File: src/rtl/mem_arb_pkg.sv
// Shared types and defaults for the I-side/D-side memory port arbiter.
package mem_arb_pkg;

  typedef enum logic [1:0] {
    IDLE,
    REQ,
    WAIT,
    DRAIN
  } arb_state_t;

  typedef enum logic [1:0] {
    OWN_NONE,
    OWN_I,
    OWN_D
  } owner_t;

  // Consecutive D grants tolerated while a fetch is pending before I is forced in.
  localparam int DEFAULT_STARVE_LIMIT = 4;

endpackage

File: src/rtl/mem_port_arbiter_sat_counter.sv
// Saturating up-counter used to track how long the fetch side has been starved.
module sat_counter #(
  parameter int LIMIT = 4,
  parameter int W     = $clog2(LIMIT + 1)
) (
  input  logic clk,
  input  logic rst_n,
  input  logic i_inc,
  input  logic i_clr,
  output logic o_sat
);

  localparam logic [W-1:0] LIMIT_W = W'(LIMIT);

  logic [W-1:0] r_count;

  // Clear wins over increment; increment stops once the limit is reached.
  always_ff @(posedge clk or negedge rst_n) begin
    if (!rst_n) begin
      r_count <= '0;
    end else if (i_clr) begin
      r_count <= '0;
    end else if (i_inc && (r_count != LIMIT_W)) begin
      r_count <= r_count + 1'b1;
    end
  end

  assign o_sat = (r_count == LIMIT_W);

endmodule

File: src/rtl/mem_port_arbiter.sv
// Arbitrates one single-ported memory between instruction fetch and data load/store.
// One transaction in flight; D has priority, bounded by a starvation counter for I.
module mem_port_arbiter
  import mem_arb_pkg::*;
#(
  parameter int AW           = 32,
  parameter int DW           = 32,
  parameter int STARVE_LIMIT = DEFAULT_STARVE_LIMIT
) (
  input  logic            clk,
  input  logic            rst,
  input  logic            i_req,
  input  logic [AW-1:0]   i_addr,
  input  logic            i_flush,
  output logic            i_ready,
  output logic [DW-1:0]   i_rdata,
  input  logic            d_req,
  input  logic            d_we,
  input  logic [AW-1:0]   d_addr,
  input  logic [DW-1:0]   d_wdata,
  input  logic [DW/8-1:0] d_wstrb,
  output logic            d_ready,
  output logic [DW-1:0]   d_rdata,
  output logic            mem_req,
  output logic            mem_we,
  output logic [AW-1:0]   mem_addr,
  output logic [DW-1:0]   mem_wdata,
  output logic [DW/8-1:0] mem_wstrb,
  input  logic            mem_gnt,
  input  logic            mem_rvalid,
  input  logic [DW-1:0]   mem_rdata,
  output logic            busy,
  output logic            err
);

  arb_state_t      r_state;
  owner_t          r_owner;
  logic            r_we;
  logic [AW-1:0]   r_addr;
  logic [DW-1:0]   r_wdata;
  logic [DW/8-1:0] r_wstrb;
  logic            r_flushed;
  logic            r_err;

  logic w_iReqEff;
  logic w_starveSat;
  logic w_grantD;
  logic w_grantI;
  logic w_cntInc;
  logic w_cntClr;
  logic w_respDone;

  // A flush in the same cycle as a fetch request cancels that request.
  assign w_iReqEff  = i_req && !i_flush;
  assign w_grantD   = (r_state == IDLE) && d_req && !(w_iReqEff && w_starveSat);
  assign w_grantI   = (r_state == IDLE) && !w_grantD && w_iReqEff;
  assign w_cntInc   = w_grantD && w_iReqEff;
  assign w_cntClr   = w_grantI || ((r_state == IDLE) && !w_iReqEff);
  assign w_respDone = (r_state == WAIT) && mem_rvalid;

  sat_counter #(
    .LIMIT(STARVE_LIMIT)
  ) u_starve (
    .clk   (clk),
    .rst_n (rst),
    .i_inc (w_cntInc),
    .i_clr (w_cntClr),
    .o_sat (w_starveSat)
  );

  // Arbitration, request capture and transaction sequencing in one state machine.
  always_ff @(posedge clk or negedge rst) begin
    if (!rst) begin
      r_state   <= IDLE;
      r_owner   <= OWN_NONE;
      r_we      <= 1'b0;
      r_addr    <= '0;
      r_wdata   <= '0;
      r_wstrb   <= '0;
      r_flushed <= 1'b0;
      r_err     <= 1'b0;
    end else begin
      if (mem_rvalid && ((r_state == IDLE) || (r_state == REQ))) begin
        r_err <= 1'b1;
      end
      case (r_state)
        IDLE: begin
          if (w_grantD) begin
            r_owner   <= OWN_D;
            r_we      <= d_we;
            r_addr    <= d_addr;
            r_wdata   <= d_we ? d_wdata : '0;
            r_wstrb   <= d_we ? d_wstrb : '0;
            r_flushed <= 1'b0;
            r_state   <= REQ;
          end else if (w_grantI) begin
            r_owner   <= OWN_I;
            r_we      <= 1'b0;
            r_addr    <= i_addr;
            r_wdata   <= '0;
            r_wstrb   <= '0;
            r_flushed <= 1'b0;
            r_state   <= REQ;
          end
        end
        REQ: begin
          if ((r_owner == OWN_I) && i_flush) begin
            r_flushed <= 1'b1;
          end
          if (mem_gnt) begin
            if ((r_owner == OWN_I) && (r_flushed || i_flush)) begin
              r_state <= DRAIN;
            end else begin
              r_state <= WAIT;
            end
          end
        end
        WAIT: begin
          if (mem_rvalid) begin
            r_state <= IDLE;
            r_owner <= OWN_NONE;
          end else if ((r_owner == OWN_I) && i_flush) begin
            r_state <= DRAIN;
          end
        end
        DRAIN: begin
          if (mem_rvalid) begin
            r_state <= IDLE;
            r_owner <= OWN_NONE;
          end
        end
        default: begin
          r_state <= IDLE;
          r_owner <= OWN_NONE;
        end
      endcase
    end
  end

  assign mem_req   = (r_state == REQ);
  assign mem_we    = r_we;
  assign mem_addr  = r_addr;
  assign mem_wdata = r_wdata;
  assign mem_wstrb = r_wstrb;

  assign i_ready = w_respDone && (r_owner == OWN_I) && !i_flush;
  assign d_ready = w_respDone && (r_owner == OWN_D);
  assign i_rdata = i_ready ? mem_rdata : '0;
  assign d_rdata = (d_ready && !r_we) ? mem_rdata : '0;

  assign busy = (r_state != IDLE);
  assign err  = r_err;

endmodule

File: config.mk
export PLATFORM = sky130hd
export DESIGN_NAME = mem_port_arbiter
export DESIGN_NICKNAME = d
export VERILOG_FILES = /design/src/rtl/mem_arb_pkg.sv /design/src/rtl/mem_port_arbiter_sat_counter.sv /design/src/rtl/mem_port_arbiter.sv
export SDC_FILE = /design/constraint.sdc
export NUM_CORES = 1
export LEC_CHECK = 0
export ABC_AREA = 1
export BUFFER_PORTS_ARGS = -buffer_cell sky130_fd_sc_hd__buf_4
export CAP_MARGIN = 20
export CORE_MARGIN = 2
export CORE_UTILIZATION = 30
export DETAILED_ROUTE_END_ITERATION = 10
export PLACE_DENSITY = 0.71
export SYNTH_ARGS = -nofsm -noshare
export SYNTH_HDL_FRONTEND = slang
export SYNTH_SLANG_ARGS = --single-unit
File: constraint.sdc
create_clock -name clk -period 1.4 [get_ports clk]
set_input_delay 0.21 -clock clk [delete_from_list [all_inputs] [get_ports clk]]
set_output_delay 0.21 -clock clk [all_outputs]
set_load 0.02 [all_outputs]
==> metrics, run 1 <==
gpl congestion 0.794; vias per inst 5.06; initial antenna violation count 4; FF-to-FF path depth 9; CP startpoint kind flip-flop; Die X-Extent 120 um; vias 5171; Initial Util 30.6%; Seq cells post-synth 78; CTS Sinks 78; IO Port Bufs 277; clk_skew 0.0106 ns; final worst path period share 128%; Avg WL per Cell 18.3 um; H-Tree Depth 3; fin cells 1022; Final WS setup -0.391 ns; clk root buf clkbuf_16; drt drc 0; Hold Path Class primary input to flip-flop; Area Overhead vs Synth 103%; critical path required time 1.19 ns; Layout Nets 980; Mapped Nets 666; met3 wire length 1650 um; final WL 18700 um; Crit. path cell count 6; number of nets with antenna violations after routing 0; Max-slew headroom 69.2%; Clk Latency, worst-skew pair 0.34 ns; CP max stage cell dfrtp_1; Die Y 120 um; fin area 8180 um2; top post-synthesis cells by area dfrtp_1, nand3_1, nor2_1; top layer used by detailed routing met4; crit path capture type output pin; total power 15.2 mW; max-cap violation count 0; DR iter-0 viols 275; Yosys cell types 22; DP HPWL 11600 um; Max FO, Critical Path 8; Leak 4.12 nW; Final Max Slew Viols 0; post-synth top area cell dfrtp_1; Syn Area/Cell 7.69 um2; CP Buf/Inv Count 4; cts bufs inserted 9; final setup fails 144; Worst Path Class, Setup flip-flop to output pin; pin count of the biggest net entering global routing 38; router iterations before antenna repair 5; share of cells above drive strength 1 56.5%; DP Area 6480 um2; peak supply drop 1.01 mV; Routed met2 length 9700 um; die area 14400 um2; Row Count 42; Tot GR Track Use 23.6%; Final Hold Fails 0; status finished, violations left; post-synth top area share 48.4%; synth warn 0; WL met1 6730 um; first-pass GRT wire length 26200 um; Core Footprint 13200 um2; pwr dens 1860 nW/um2; CTS tree yes; failing checks setup timing; vias in the first global route 4877; clk slew on worst S/H paths 0.06 ns; crit path cell chain inv_1 -> nand4_1 -> buf_6 -> buf_12 -> nor2_2 -> buf_4; Finished Core Util 62.0%; dpl cells 965; Max Root-Sink Buffers 2; slowest stage delay, CP 0.40 ns; Worst-Margin Slew 0.460 ns; Seq/Total Area, Yosys 48.4%; worst slack, placed -0.0572 ns; RSZ-0062 raised after global routing true; Arrival @ worst endpoint 1.58 ns; Synth Cell Area 4030 um2; hold depth 3; Max Clk Rate 558 MHz; post-layout min period 1.79 ns; total gr overflow 0; # IOs 278; CP top delay family buffers and inverters; Gate Count Post-Synth 524
[tightest hold or removal path, stage by stage]
cell and delay [ns]:
buf_4 0.08, nand3_2 0.06, nand3_1 0.06
[metrics by stage]
stage          setup TNS, ns  hold slack, ns
2_1_floorplan          -4.63         -0.0856
3_3_place_gp          -0.124           0.145
3_5_place_dp           -1.75           0.145
4_1_cts               -35.87          0.0956
5_1_grt               -51.69           0.108
6_report              -41.24           0.103
[flip-flops by register name (all words and copies together), names as in the netlist, 2 cells and up]
register,cells
mem_addr,32
u_starve.r_count,3
mem_wdata,32
mem_wstrb,4
r_owner,2
r_state,2
[path summary, 6_finish.rpt]
path                                   startpoint                       end  slack [ns]
max reg2reg                r_state[0]$_DFFE_PN0P_  mem_addr[13]$_DFFE_PN0P_       -0.31
min reg2reg                       err$_DFFE_PN0P_           err$_DFFE_PN0P_        0.49
min in group asynchronous                     rst  mem_wdata[9]$_DFFE_PN0P_        0.32
min                                     i_addr[4]   mem_addr[4]$_DFFE_PN0P_        0.10
max in group asynchronous                     rst  mem_addr[27]$_DFFE_PN0P_        0.58
max                            mem_we$_DFFE_PN0P_               d_rdata[18]       -0.39
[where the power goes]
part           total (mW)  switching (mW)  internal [mW]  leakage [nW]
clock                2.35           0.925           1.42         0.135
sequential           4.00           0.677           3.33         0.985
combinational        8.85            4.69           4.17          3.00
total                15.2            6.29           8.91          4.12
[final cells by class]
class	instances	area, um2
antenna	4	10.0
clock buffer	12	246
clock inverter	3	45.0
fill	1093	5010
inverter	47	181
multi-input combinational	359	2240
sequential	78	1950
tap	176	220
timing repair buffer	343	3280
[repair_timing]
item / 4_1_cts / 5_1_grt
buffers inserted: 12 / 8
resized for setup: 110 / 102
endpoints found under the hold margin: 21 / 0
pin swaps: 6 / 23
hold buffers: 1 / 0
gates cloned: 12 / 6
endpoints found under the setup margin: 112 / 144
[layer usage]
layer	up-vias	global-route usage (%)
met3	38	7.13
met1	2491	26.2
met2	274	41.7
met5	-	0
met4	0	10.2
li1	2368	-
[cell families (layout without fill, tap and decap cells)]
group | count (synthesis) | after routing | share of synthesized area (%)
buffers and inverters | 88 | 405 | 9.59
XOR/XNOR | 1 | 1 | 0.217
flip-flops | 78 | 78 | 48.4
adder cells (fa/ha/maj) | 2 | 2 | 0.621
other | 0 | 4 | 0
AO/OA/AOI/OAI | 44 | 44 | 5.56
AND/OR/NAND/NOR | 311 | 312 | 35.6
[synth_stat cells]
cell      number
nand2_2        2
a21o_1         1
a21oi_1        2
o22ai_1        1
xor2_1         1
nor2_4         2
buf_4          2
ha_1           2
buf_6          3
nand3_1      173
nor4_1         1
nand2_4        3
dfrtp_1       78
inv_1         45
o21ai_0        4
buf_2         21
nor2_1        72
nand2_1       56
clkbuf_1      15
nand4_1        2
inv_2          2
o21ai_1       36
[layout by cell type (no fill, tap or decap), types with 10 or more instances in the layout]
| cell | count |
|---|---|
| nor2_2 | 42 |
| inv_1 | 44 |
| nor2_4 | 23 |
| nand3_1 | 151 |
| buf_4 | 258 |
| clkbuf_16 | 13 |
| buf_16 | 10 |
| buf_6 | 50 |
| buf_12 | 15 |
| nand3_2 | 19 |
| o21ai_2 | 19 |
| o21ai_1 | 19 |
| nand2_1 | 53 |
| dfrtp_1 | 77 |
Power figures use the tool's default switching activity.
==> run 2, diff against run 1 <==
Settings changed: ABC_AREA 1 to unset.
==> metrics, run 2 <==
status finished, violations left; failing checks setup timing; Yosys cell types 32; Die Y 118 um; Final WS setup -0.677 ns; total gr overflow 0; pwr dens 1780 nW/um2; Arrival @ worst endpoint 1.87 ns; crit path cell chain nand3b_1 -> buf_6 -> nor4_4 -> buf_4 -> buf_12 -> and2_1 -> buf_6; first-pass GRT wire length 26600 um; most frequent cell after synthesis dfrtp_1; Core Footprint 12600 um2; Max FO, Critical Path 16; Clk Latency, worst-skew pair 0.34 ns; antenna cell count 0; drt drc 0; EDFF count, synth 0; Avg WL per Cell 19.9 um; IO Port Bufs 277; router iterations before antenna repair 4; clk slew on worst S/H paths 0.06 ns; post-synth top area share 50.2%; post-synth top area cell dfrtp_1; Tot GR Track Use 24.0%; commonest non-fill, non-tap cell in the layout buf_4; RSZ-0062 raised after global routing true; share of cells above drive strength 1 68.8%; final WL 17400 um; vias 4410; pin count of the biggest net entering global routing 79; Row Count 41; Die X-Extent 118 um; DP Area 6640 um2; Seq cells post-synth 78; peak supply drop 1.36 mV; Gate Count Post-Synth 356; most frequent cells in the layout buf_4, buf_6, dfrtp_1, and2_4, a22o_1; Mapped Nets 498; Final Hold Fails 0; CTS Sinks 78; final setup fails 139; Post-synth top flop dfrtp_1; cts bufs inserted 9; Seq/Total Area, Yosys 50.2%; Leak 4.13 nW; max-cap violation count 0; H-Tree Depth 3; Initial Util 30.8%; vias in the first global route 4776; CP startpoint kind flip-flop; Synth Cell Area 3890 um2; Max-slew headroom 64.6%; synth cell count leaders dfrtp_1, and2_1, a22o_1, inv_1; slowest stage delay, CP 0.38 ns; DP HPWL 10100 um; Max Clk Rate 481 MHz; critical path required time 1.19 ns; vias per inst 5.05; post-layout min period 2.08 ns; CTS tree yes; Area Overhead vs Synth 126%; Async SR Flop Fraction 100%; Hold Path Class primary input to flip-flop; CP max stage cell dfrtp_1; clk_skew 0.00692 ns; clk root buf clkbuf_16; top post-synthesis cells by area dfrtp_1, and2_1, a22o_1; number of nets with antenna violations after routing 0; synth warn 0; Syn Area/Cell 10.9 um2; # IOs 278; Worst Path Class, Setup flip-flop to output pin; fin area 8770 um2; initial antenna violation count 0; Worst-Margin Slew 0.531 ns; Most common cell on crit path buf_6; DR iter-0 viols 231; final worst path period share 148%; die area 13900 um2; crit path capture type output pin; gpl congestion 0.848; worst slack, placed -0.272 ns; Final Max Slew Viols 0; Finished Core Util 69.5%; Layout Nets 838; Max Root-Sink Buffers 2
==> run 2: cell types whose count changed in the layout (fill, tap and decap cells not counted), sizes merged, moves of 18 or more <==
| cell | change |
|---|---|
| a2111oi | +32 |
| a221o | +32 |
| a22o | +37 |
| and2 | +64 |
| buf | +18 |
| nand2 | -56 |
| nand3 | -173 |
| nor2 | -72 |
| o21ai | -34 |
==> run 2: cells by family (layout without fill, tap and decap cells) <==
logic type,count (synthesis),in the layout,share of synthesized area [%]
mux,2,2,0.515
buf+inv,73,417,8.17
simple gates,85,85,13.5
fa+ha+maj,2,2,0.643
flops,78,78,50.2
compound gates,116,117,27.0
==> run 2: layer usage <==
layer  wire length [um]  up-vias  GRT usage (%)
met5                  0        -              0
met4                374        0           7.15
met3               1100       30           6.35
met2               9020      190           42.7
met1               6920     2168           28.3
li1                   -     2022              -
==> run 2: layout make-up <==
type | count | area [um2]
tap | 172 | 215
timing repair buffer | 363 | 3640
clock buffer | 10 | 239
clock inverter | 6 | 115
sequential | 78 | 1950
fill | 900 | 3840
multi-input combinational | 206 | 2460
inverter | 38 | 148
==> run 2: timing repair <==
action,4_1_cts,5_1_grt
hold buffers,1,0
endpoints found under the hold margin,78,0
resized for setup,162,72
setup buffers,20,6
gates cloned,16,6
endpoints found under the setup margin,139,142
pin swaps,23,48
==> run 2: path summary, 6_finish.rpt <==
path                                                 start                        end  slack [ns]  depth (start not counted)
max                                 r_state[0]$_DFFE_PN0P_                d_rdata[10]       -0.68                          7
min                                            d_wdata[15]  mem_wdata[15]$_DFFE_PN0P_        0.09                          2
max reg2reg                u_starve.r_count[0]$_DFFE_PN0P_   mem_wdata[3]$_DFFE_PN0P_       -0.29                          8
min reg2reg                                err$_DFFE_PN0P_            err$_DFFE_PN0P_        0.48                          1
max in group asynchronous                              rst     r_state[1]$_DFFE_PN0P_        0.60                          3
min in group asynchronous                              rst   mem_wdata[0]$_DFFE_PN0P_        0.44                          3
==> run 2: through the flow <==
stage,std cells,hold slack (ns),TNS [ns],total power [mW]
after global routing,873,0.0809,-69.95,16.4
after detailed placement,810,0.268,-25.42,10.6
after global placement,810,0.266,-19.70,10.5
after floorplan,356,-0.0856,-18.17,7.49
after CTS,863,0.0754,-57.84,15.3
final,873,0.0860,-60.19,15.6
==> run 2: worst max-delay path: cells and delay by family, from the launching register on <==
kind | cells | cell delay (ns)
buffers and inverters | 4 | 0.59
and+or+nand+nor | 3 | 0.55
DFF | 1 | 0.38
==> run 2: report_power, final <==
group	switching, mW	internal, mW	leakage (nW)
clock	0.987	1.80	0.170
sequential	0.712	3.32	0.995
combinational	4.15	4.66	2.97
total	5.85	9.78	4.13
==> run 3, diff against run 2 <==
==> constraint.sdc (replaced) <==
create_clock -name clk -period 1.4 [get_ports clk]
set_input_delay 0.07 -clock clk [delete_from_list [all_inputs] [get_ports clk]]
set_output_delay 0.07 -clock clk [all_outputs]
set_load 0.02 [all_outputs]
==> metrics, run 3 (synthesized netlist as in run 2, its figures left out) <==
status finished, violations left; failing checks setup timing; CTS Sinks 78; router iterations before antenna repair 4; vias in the first global route 4836; Finished Core Util 68.0%; Worst-Margin Slew 0.444 ns; pwr dens 1760 nW/um2; peak supply drop 0.977 mV; clk_skew 0.00878 ns; pin count of the biggest net entering global routing 38; post-layout min period 1.88 ns; DR iter-0 viols 241; CTS tree yes; antenna cell count 0; # IOs 278; cts bufs inserted 9; Avg WL per Cell 19.0 um; H-Tree Depth 3; Initial Util 30.8%; Final Max Slew Viols 0; RSZ-0062 raised after global routing true; Max-slew headroom 69.6%; total gr overflow 0; Core Footprint 12600 um2; Row Count 41; final setup fails 142; Leak 4.23 nW; Worst Path Class, Setup flip-flop to output pin; final WL 17600 um; Arrival @ worst endpoint 1.81 ns; Layout Nets 891; IO Port Bufs 277; initial antenna violation count 0; number of nets with antenna violations after routing 0; die area 13900 um2; first-pass GRT wire length 26300 um; final worst path period share 134%; gpl congestion 0.855; DP Area 6540 um2; vias per inst 4.98; Area Overhead vs Synth 120%; Die Y 118 um; Die X-Extent 118 um; Tot GR Track Use 23.9%; Clk Latency, worst-skew pair 0.34 ns; drt drc 0; clk root buf clkbuf_16; Max Clk Rate 532 MHz; fin area 8580 um2; CP startpoint kind flip-flop; Max FO, Critical Path 32; clk slew on worst S/H paths 0.06 ns; vias 4615; final hold slack 0.0389 ns; most frequent cells in the layout buf_4, dfrtp_1, dlygate4sd3_1, buf_6, a22o_1; Max Root-Sink Buffers 2; DP HPWL 10400 um; critical path required time 1.33 ns; commonest non-fill, non-tap cell in the layout buf_4; Hold Path Class primary input to flip-flop; max-cap violation count 0; Final WS setup -0.480 ns; Sum Neg Setup Slack -55.65 ns; Final Hold Fails 0; crit path capture type output pin; share of cells above drive strength 1 56.0%
==> run 3: cell types whose count changed in the layout (fill, tap and decap cells not counted), moves of 3 or more <==
cell	change
a2111oi_0	+17
bufinv_16	-3
buf_6	-36
a2111oi_1	+4
a2111oi_4	-28
a2111oi_2	+7
buf_4	+20
dlygate4sd3_1	+69
and2_4	-22
and2_1	+23
==> run 3: through the flow <==
stage | setup WS, ns | power, mW | instances
CTS | -0.483 | 14.6 | 919
global route | -0.551 | 15.7 | 926
detailed placement | -0.207 | 10.6 | 803
global placement | -0.113 | 10.4 | 803
floorplan | -0.0981 | 7.42 | 356
finish | -0.480 | 15.1 | 926
==> run 3: metal layers <==
| metal | part of all wire (%) | global-route usage, % | up-vias | wire [um] |
|---|---|---|---|---|
| met2 | 52 | 41.9 | 217 | 9120 |
| met3 | 6.9 | 6.35 | 24 | 1220 |
| met5 | 0 | 0 | - | 0 |
| li1 | - | - | 2122 | - |
| met1 | 40 | 28.3 | 2252 | 6970 |
| met4 | 1.5 | 7.76 | 0 | 264 |
==> run 3: area by class of cell <==
type	count	area, um2
flip-flops and latches	78	1950
well taps	172	215
multi-input cells	205	1900
clock buffers	10	229
clock inverters	6	45.0
inverters	38	155
repair buffers	417	4080
fillers	900	4040
==> run 3: repair_timing <==
action / CTS / global route
hold endpoints to repair: 147 / 0
endpoints found under the setup margin: 139 / 142
pin swaps: 24 / 49
hold buffers: 70 / 0
cloned: 13 / 7
buffers inserted: 18 / 5
resized for setup: 83 / 47
==> run 3: worst max-delay path: stages (launching register included) <==
cell and delay (ns):
dfrtp_1 0.38, nand3b_1 0.22, buf_4 0.18, nor4_4 0.18, buf_12 0.20, and2_1 0.15, buf_4 0.14
==> run 3: worst paths after layout <==
check / startpoint / endpoint / slack, ns / depth (start not counted)
setup reg to reg: r_state[0]$_DFFE_PN0P_ / mem_addr[0]$_DFFE_PN0P_ / -0.47 / 10
max in group asynchronous: rst / mem_addr[9]$_DFFE_PN0P_ / 0.70 / 3
setup / recovery: r_state[0]$_DFFE_PN0P_ / d_rdata[26] / -0.48 / 6
hold reg to reg: err$_DFFE_PN0P_ / err$_DFFE_PN0P_ / 0.47 / 1
hold / removal: i_flush / r_flushed$_DFFE_PN0P_ / 0.04 / 2
min in group asynchronous: rst / mem_wdata[6]$_DFFE_PN0P_ / 0.17 / 2
==> run 3: report_power, final <==
part	internal [mW]	switching (mW)	total [mW]
registers	3.32	0.740	4.06
logic	4.82	4.01	8.83
clock network	1.21	0.985	2.20
